<file path="src/rtl/instr_fetch_unit.sv">
// Instruction fetch unit for a single-cycle MIPS core.
//
// The unit owns the program counter and reads instruction words from memory over a
// req/ack handshake that can have any latency. Each {pc, instruction} pair that comes
// back goes into a small prefetch FIFO. The core takes entries from that FIFO over a
// valid/ready handshake. A taken branch or a jump on the consumed instruction flushes
// the FIFO and restarts fetch at the target address.
//
// Ports:
//   clk, reset                 rising-edge clock, asynchronous active-low reset
//   imem_req / imem_addr       registered word-read request (held until acked)
//   imem_ack / imem_rdata      request accepted, read data valid in the same cycle
//   instr_valid / instr_ready  FIFO head handshake towards the core
//   instr_out / instr_pc       head instruction and its byte address
//   pc_plus4                   instr_pc + 4 (wraps)
//   branch_taken / branch_imm  taken branch on the consumed instruction, word offset
//   jump / jump_index          jump on the consumed instruction, word index
module instr_fetch_unit #(
  parameter int unsigned         PC_WIDTH    = 16,
  parameter int unsigned         INSTR_WIDTH = 32,
  parameter logic [PC_WIDTH-1:0] RESET_PC    = '0,
  parameter int unsigned         FIFO_DEPTH  = 2
) (
  input  logic                   clk,
  input  logic                   reset,
  // Instruction memory
  output logic                   imem_req,
  output logic [PC_WIDTH-1:0]    imem_addr,
  input  logic                   imem_ack,
  input  logic [INSTR_WIDTH-1:0] imem_rdata,
  // Core side
  output logic                   instr_valid,
  input  logic                   instr_ready,
  output logic [INSTR_WIDTH-1:0] instr_out,
  output logic [PC_WIDTH-1:0]    instr_pc,
  output logic [PC_WIDTH-1:0]    pc_plus4,
  // Redirect from the consumed instruction
  input  logic                   branch_taken,
  input  logic [15:0]            branch_imm,
  input  logic                   jump,
  input  logic [25:0]            jump_index
);

  localparam int unsigned PtrW = (FIFO_DEPTH > 1) ? $clog2(FIFO_DEPTH) : 1;
  localparam int unsigned CntW = $clog2(FIFO_DEPTH) + 1;
  localparam logic [CntW-1:0] DepthCnt = CntW'(FIFO_DEPTH);

  typedef enum logic [0:0] {
    StIdle,  // no request outstanding
    StWait   // imem_req high, waiting for imem_ack
  } fetch_state_e;

  fetch_state_e state_q, state_d;

  logic [PC_WIDTH-1:0] addr_q, addr_d;
  logic [PC_WIDTH-1:0] fetch_pc_q, fetch_pc_d;
  logic                discard_q, discard_d;
  logic [CntW-1:0]     count_q, count_d;
  logic [PtrW-1:0]     rd_ptr_q, rd_ptr_d;
  logic [PtrW-1:0]     wr_ptr_q, wr_ptr_d;

  // Prefetch storage. It is not reset because only occupied slots are ever read.
  logic [INSTR_WIDTH-1:0] data_mem [FIFO_DEPTH];
  logic [PC_WIDTH-1:0]    pc_mem   [FIFO_DEPTH];

  // The last head value is kept so the outputs hold steady while the FIFO is empty.
  logic [INSTR_WIDTH-1:0] hold_instr_q;
  logic [PC_WIDTH-1:0]    hold_pc_q;

  logic                   fifo_nonempty;
  logic [INSTR_WIDTH-1:0] head_instr;
  logic [PC_WIDTH-1:0]    head_pc;
  logic                   consume;
  logic                   redirect;
  logic                   acked;
  logic                   push;
  logic                   still_waiting;
  logic [PC_WIDTH-1:0]    jump_target;
  logic [PC_WIDTH-1:0]    branch_target;
  logic [PC_WIDTH-1:0]    redirect_target;
  logic signed [33:0]     branch_off;

  // ---------------------------------------------------------------------------
  // Head of FIFO and core handshake
  // ---------------------------------------------------------------------------
  assign fifo_nonempty = (count_q != '0);
  assign head_instr    = fifo_nonempty ? data_mem[rd_ptr_q] : hold_instr_q;
  assign head_pc       = fifo_nonempty ? pc_mem[rd_ptr_q]   : hold_pc_q;

  assign instr_valid = fifo_nonempty;
  assign instr_out   = head_instr;
  assign instr_pc    = head_pc;
  assign pc_plus4    = head_pc + PC_WIDTH'(4);

  assign consume  = instr_valid & instr_ready;
  // Branch and jump inputs only count on a consume cycle.
  assign redirect = consume & (jump | branch_taken);

  // ---------------------------------------------------------------------------
  // Redirect targets
  // ---------------------------------------------------------------------------
  assign jump_target   = PC_WIDTH'({jump_index, 2'b00});
  assign branch_off    = {{16{branch_imm[15]}}, branch_imm, 2'b00};
  assign branch_target = pc_plus4 + PC_WIDTH'(branch_off);
  // If both are set, the jump target is used.
  assign redirect_target = jump ? jump_target : branch_target;

  // ---------------------------------------------------------------------------
  // Memory handshake qualifiers
  // ---------------------------------------------------------------------------
  assign acked = (state_q == StWait) & imem_ack;
  // Data is stale if it answers a request issued before a redirect, or if it
  // arrives in the same cycle as a redirect.
  assign push  = acked & ~discard_q & ~redirect;
  assign still_waiting = (state_q == StWait) & ~imem_ack;

  assign imem_req  = (state_q == StWait);
  assign imem_addr = addr_q;

  // ---------------------------------------------------------------------------
  // FIFO bookkeeping
  // ---------------------------------------------------------------------------
  always_comb begin
    count_d  = count_q;
    rd_ptr_d = rd_ptr_q;
    wr_ptr_d = wr_ptr_q;
    if (redirect) begin
      // Flush the FIFO by dropping every entry.
      count_d  = '0;
      rd_ptr_d = wr_ptr_q;
    end else begin
      if (push) begin
        wr_ptr_d = wr_ptr_q + PtrW'(1);
      end
      if (consume) begin
        rd_ptr_d = rd_ptr_q + PtrW'(1);
      end
      unique case ({push, consume})
        2'b10:   count_d = count_q + CntW'(1);
        2'b01:   count_d = count_q - CntW'(1);
        default: count_d = count_q;
      endcase
    end
  end

  // ---------------------------------------------------------------------------
  // PC, discard flag and fetch FSM next state
  // ---------------------------------------------------------------------------
  always_comb begin
    fetch_pc_d = fetch_pc_q;
    discard_d  = discard_q;
    state_d    = state_q;
    addr_d     = addr_q;

    if (redirect) begin
      fetch_pc_d = redirect_target;
    end else if (push) begin
      fetch_pc_d = fetch_pc_q + PC_WIDTH'(4);
    end

    if (redirect) begin
      // An unanswered request now targets the wrong path, so mark its reply as stale.
      discard_d = still_waiting;
    end else if (acked && discard_q) begin
      discard_d = 1'b0;
    end

    // At most one request is outstanding. A new request starts only when none
    // remains and the FIFO will have room after this edge.
    unique case (state_q)
      StWait: begin
        if (still_waiting) begin
          state_d = StWait;
          addr_d  = addr_q;
        end else if (count_d < DepthCnt) begin
          state_d = StWait;
          addr_d  = fetch_pc_d;
        end else begin
          state_d = StIdle;
          addr_d  = fetch_pc_d;
        end
      end
      default: begin
        if (count_d < DepthCnt) begin
          state_d = StWait;
        end else begin
          state_d = StIdle;
        end
        addr_d = fetch_pc_d;
      end
    endcase
  end

  // ---------------------------------------------------------------------------
  // State registers
  // ---------------------------------------------------------------------------
  always_ff @(posedge clk or negedge reset) begin
    if (!reset) begin
      state_q      <= StIdle;
      addr_q       <= RESET_PC;
      fetch_pc_q   <= RESET_PC;
      discard_q    <= 1'b0;
      count_q      <= '0;
      rd_ptr_q     <= '0;
      wr_ptr_q     <= '0;
      hold_instr_q <= '0;
      hold_pc_q    <= RESET_PC;
    end else begin
      state_q    <= state_d;
      addr_q     <= addr_d;
      fetch_pc_q <= fetch_pc_d;
      discard_q  <= discard_d;
      count_q    <= count_d;
      rd_ptr_q   <= rd_ptr_d;
      wr_ptr_q   <= wr_ptr_d;
      if (fifo_nonempty) begin
        hold_instr_q <= head_instr;
        hold_pc_q    <= head_pc;
      end
    end
  end

  always_ff @(posedge clk) begin
    if (push) begin
      data_mem[wr_ptr_q] <= imem_rdata;
      pc_mem[wr_ptr_q]   <= addr_q;
    end
  end

endmodule
</file>
<file path="config.mk">
export PLATFORM = sky130hd
export DESIGN_NAME = instr_fetch_unit
export DESIGN_NICKNAME = d
export VERILOG_FILES = /design/src/rtl/instr_fetch_unit.sv
export SDC_FILE = /design/constraint.sdc
export NUM_CORES = 1
export LEC_CHECK = 0
export ABC_CLOCK_PERIOD_IN_PS = 7350
export CORE_ASPECT_RATIO = 0.7
export CORE_UTILIZATION = 45
export CTS_BUF_LIST = sky130_fd_sc_hd__clkbuf_4
export CTS_CLUSTER_SIZE = 40
export DETAILED_ROUTE_END_ITERATION = 6
export PLACE_DENSITY = 0.71
export SYNTH_ARGS = -nofsm -noshare
export SYNTH_HDL_FRONTEND = slang
export SYNTH_SLANG_ARGS = --single-unit
</file>
<file path="constraint.sdc">
create_clock -name clk -period 7.35 [get_ports clk]
set_clock_uncertainty 0.2 [all_clocks]
set_input_delay 1.47 -clock clk [delete_from_list [all_inputs] [get_ports clk]]
set_output_delay 1.47 -clock clk [all_outputs]
set_load 0.1 [all_outputs]
</file>
# == Word-level counts from Yosys, hierarchy flattened ==
# Memory sizes are Yosys's and may differ from the RTL's.
# Index checks and enable logic that the tools add are counted.
# word_totals
mem_count,2
ram_bits,96
output_inout_bits,82
reg_bits,86
in_bits,80
word_cells,55
# memory_table
name,depth,word_bits,read_ports,rd_clocked_by_memory_dff,wr,line_no,rtl
data_mem,2,32,1,0,1,63,logic [INSTR_WIDTH-1:0] data_mem [FIFO_DEPTH];
pc_mem,2,16,1,0,1,64,logic [PC_WIDTH-1:0] pc_mem [FIFO_DEPTH];
# op_classes
n_reduce_logical,5
addsub,7
order_cmp,1
bitwise_logic,10
eq_ne,3
muxes,18
# ops
op,count
$mux 16,6
$add 16x3->16 const B,2
$mux 32,1
$add 16x16->16,1
$mux 1,9
$and 1x1->1,6
$reduce_bool 2->1,3
$pmux 2 s2,1
$not 1->1,3
$add 1x1->1 const B,2
$add 2x1->2 const B,1
$eq 2x1->1 const B,1
$eq 2x2->1 const B,1
$lt 2x2->1 const B,1
$mux 2,1
$ne 2x2->1 const B,1
$reduce_and 2->1,1
$sub 2x1->2 const B,1
$logic_and 1x1->1,1
$or 1x1->1,1

# == Depth between registers and ports, before layout ==
# depth
ltp_word,12
mapped_depth,18
ltp_nobuf,15

# == Least setup slack after synthesis ==
# No wires, ideal clock.
# synth_path
path_kind,register to register
start,register count_q[0]
end,register fetch_pc_q[15]
synth_period_minus_slack_ns,6.342
path_stages_with_launch,18
n_path_buf,2
t_arrival_ns,6.065
path_slack_ns,1.008
required_ns,7.073
setup_ns,0.077
cell_sequence,dfrtp_1 > or2_1 > buf_6 > a21oi_2 > ha_1 > nand3_1 > nor2b_1 > nand4_1 > xnor2_1 > ha_1 > clkbuf_1 > a21o_1 > a211o_1 > nor3_1 > a2bb2oi_1 > xor2_1 > xnor3_1 > o21ai_1
# synth_between
word_cells_on_any_way,11
cone_classes,add/sub (2); mux (4); bitwise (4); reduce/logical (1)
# synth_rtl
element,line_no,rtl
start: declaration,58,"logic [CntW-1:0] count_q, count_d;"
start signal: assignment,213,count_q <= count_d;
$reduce_bool 2->1,86,assign fifo_nonempty = (count_q != '0);
$mux 16,88,assign head_pc = fifo_nonempty ? pc_mem[rd_ptr_q] : hold_pc_q;
net instr_pc[2],35,"output logic [PC_WIDTH-1:0] instr_pc,"
$add 16x3->16,93,assign pc_plus4 = head_pc + PC_WIDTH'(4);
net pc_plus4[12],36,"output logic [PC_WIDTH-1:0] pc_plus4,"
$add 16x16->16,104,assign branch_target = pc_plus4 + PC_WIDTH'(branch_off);
$mux 16,106,assign redirect_target = jump ? jump_target : branch_target;
$mux 16,155,if (redirect) begin
end signal: assignment,211,fetch_pc_q <= fetch_pc_d;
end: declaration,56,"logic [PC_WIDTH-1:0] fetch_pc_q, fetch_pc_d;"
# The timed path passes the listed nets, and every way through them passes these cells.
# A chain may end at the register's enable or synchronous reset.

# == Final worst setup path ==
# layout_path
start,register count_q[0]
end,output port pc_plus4[15]
# layout_between
elab_chain_len,3
# layout_rtl
element,line_no
$reduce_bool 2->1,86
$mux 16,88
$add 16x3->16,93
end: declaration,36
# Every way passes these cells.

==> results.py <==
metrics = {
    "status": {
        "outcome": "completed",
    },
    "cts": {
        "htreeDepth": 4,
        "clkSinkCount": 182,
        "cts_setup_buffers": 0,
        "clock_latency_ns": 0.56,
        "hold_buffers": 0,
        "cts_inserted_buffers": 17,
        "post_cts_resized": 0,
        "path_clk_slew_ns": 0.17,
        "cts_tree": "done",
        "cts_buffer_depth": 2,
        "cts_root_buffer": "clkbuf_4",
    },
    "route": {
        "wl_mm": 19.3,
        "dr.pass1.iters": 5,
        "dr.max_layer_used": "met4",
        "vias": 5734,
        "met3_length_mm": 1.04,
        "drtAntennaViolNets": 0,
        "wl_per_cell_um": 18.1,
        "drtIter0Drc": 390,
        "drc_errors": 0,
        "wl_met1_mm": 9.11,
        "dr_wl_met2_mm": 8.86,
        "drt-vias-per-instance": 5.40,
    },
    "timing": {
        "tns_ns": 0,
        "holdWs_ns": 0.314,
        "grt_setup_unrepaired": "false",
        "min_period_ns": 6.43,
        "timing.fmax_mhz": 156,
        "maxSlewViolCount": 0,
        "hold_viol": 0,
        "period_share_pct": 87.5,
        "worst_slew_pin_slew_ns": 1.02,
        "slew_headroom_pct": 32.1,
        "setup_violations": 0,
    },
    "synthesis": {
        "ys_top_cells_by_count": "102 x a21oi_1, 96 x edfxtp_1, 86 x dfrtp_1",
        "postSynthCellCount": 677,
        "yosysWarnings": 0,
        "synthArstFlopShare_pct": 47.3,
        "syn_nets": 775,
        "synth.distinct_cells": 62,
        "synth-seq-area-share_pct": 61.2,
        "synth.most_common_cell": "a21oi_1",
        "ys_top_cells_by_area": "edfxtp_1 35%, dfrtp_1 26%, mux2i_1 6.4%",
        "synthesis.area_um2": 8230,
        "ys.flop_type": "edfxtp_1",
        "synth_area_per_cell_um2": 12.2,
        "synth_top_area_cell": "edfxtp_1",
        "synth-seq-cells": 182,
        "synth_edf_count": 96,
        "synth_top_area_share_pct": 35.0,
    },
    "critical_path": {
        "arrival_ns": 4.76,
        "critPathKind": "reg2out",
        "critPathMaxStageDelay_ns": 1.14,
        "crit_path_start": "count_q[0]",
        "start_kind": "flop",
        "end_kind": "output port",
        "cp_cell_sequence": "or2_4 > buf_4 > a21oi_1 > or4_4 > nand2_1 > clkdlybuf4s50_1",
        "slowest_stage": "clkdlybuf4s50_1",
        "worstPathRequired_ns": 5.68,
        "path_max_fanout": 81,
        "timing.rr.start": "count_q[0]",
    },
    "placement": {
        "finalWeightedCongestion": 0.904,
        "dp.final_hpwl_mm": 13.4,
        "port_buffers": 147,
        "numPlacedInstances": 1029,
    },
    "finish": {
        "fillers": 1434,
        "fin_util_pct": 58.0,
        "finalNetCount": 915,
        "fin_cells": 1062,
        "syn2layout_area_growth_pct": 23.5,
        "final_layout_size_suffix_gt1_share_pct": 8.31,
    },
    "hold_path": {
        "min_from": "imem_addr[1]",
        "hold_class": "reg2reg",
    },
    "die": {
        "ios": 162,
        "placementRows": 40,
        "dieArea_um2": 18800,
        "start_util_pct": 47.0,
        "die_y_um": 115,
        "core_um2": 17500,
        "die_w_um": 164,
    },
    "grt": {
        "overflow": 0,
        "grt_pass1_vias": 5742,
        "grt_max_degree": 82,
        "track_usage_pct": 21.2,
        "grt_pass1_wl_mm": 30.0,
        "antenna_found_initial": 1,
    },
    "flow_run": {
        "drv_cap": 0,
    },
}
## sequential cells by signal, indices dropped and copies added (netlist names)
signal and cells:
hold_pc_q 16, data_mem 64, count_q 2, pc_mem 32, rd_ptr_q 1, imem_req 1
discard_q 1, wr_ptr_q 1, fetch_pc_q 16, hold_instr_q 32, imem_addr 16
## worst max-delay path, delay by kind of cell (launching register included)
| kind | cells | cell delay, ns |
|---|---|---|
| flops | 1 | 0.67 |
| buf+inv | 2 | 1.72 |
| compound gates | 1 | 0.26 |
| simple gates | 3 | 1.51 |
## final timing paths
| check | end | slack [ns] | cells after the start |
|---|---|---|---|
| worst max-delay path | pc_plus4[15] | 0.92 | 6 |
| worst min-delay path | pc_mem[1][1] | 0.31 | 0 |
| worst max register to register | fetch_pc_q[15] | 2.26 | 15 |
| worst min register to register | pc_mem[1][1] | 0.31 | 0 |
| max in group asynchronous | rd_ptr_q | 5.17 | 2 |
| min in group asynchronous | imem_addr[3] | 0.60 | 1 |
## cell usage in the layout (no fill, tap or decap), types with 7 or more instances in the layout
cell / Yosys / routed
o21ai_1: 10 / 10
dfrtp_1: 86 / 85
inv_1: 8 / 8
mux2i_1: 53 / 53
ha_1: 17 / 17
nand3_1: 7 / 7
nor3_1: 18 / 18
nor2_1: 68 / 67
xnor2_1: 22 / 22
buf_4: 3 / 10
inv_8: 0 / 7
edfxtp_1: 96 / 96
clkbuf_4: 0 / 17
nand2_1: 44 / 44
clkdlybuf4s50_1: 0 / 146
xor2_1: 14 / 14
a21oi_1: 102 / 102
## routing by layer
layer | track usage [%] | vias to the layer above
li1 | - | 2752
met1 | 30.1 | 2779
met2 | 33.1 | 178
met3 | 3.79 | 25
met4 | 7.35 | 0
met5 | 0 | -
## final cells by class
| type | count | area [µm²] | share of cell area, % |
|---|---|---|---|
| Antenna cell | 1 | 2.50 | 0.0246 |
| Clock buffer | 17 | 128 | 1.26 |
| Clock inverter | 15 | 148 | 1.45 |
| Inverter | 10 | 37.5 | 0.369 |
| Multi-Input combinational cell | 450 | 2990 | 29.4 |
| Sequential cell | 182 | 5040 | 49.6 |
| Tap cell | 231 | 289 | 2.84 |
| Timing Repair Buffer | 156 | 1540 | 15.1 |
## through the flow
step,cell area (µm²),setup WS [ns]
2_1_floorplan,8230,1.01
3_3_place_gp,9880,1.58
3_5_place_dp,9880,1.55
4_1_cts,10200,0.880
5_1_grt,10200,0.660
6_report,10200,0.922
## kinds of logic (layout without fill, tap and decap cells)
family	count (synthesis)	after routing	synth area share [%]
DFF	182	182	61.2
and+or+nand+nor	171	171	9.63
AOI/OAI and AO/OA	165	165	12.3
muxes	59	59	7.27
buffers and inverters	45	198	2.66
xor gates and xnor gates	37	37	4.11
adders and majority gates	18	18	2.83
other	0	1	0
Power is left out: the tool's default activity adds up to more than one toggle a clock period on the data nets, which glitch-free logic cannot reach.
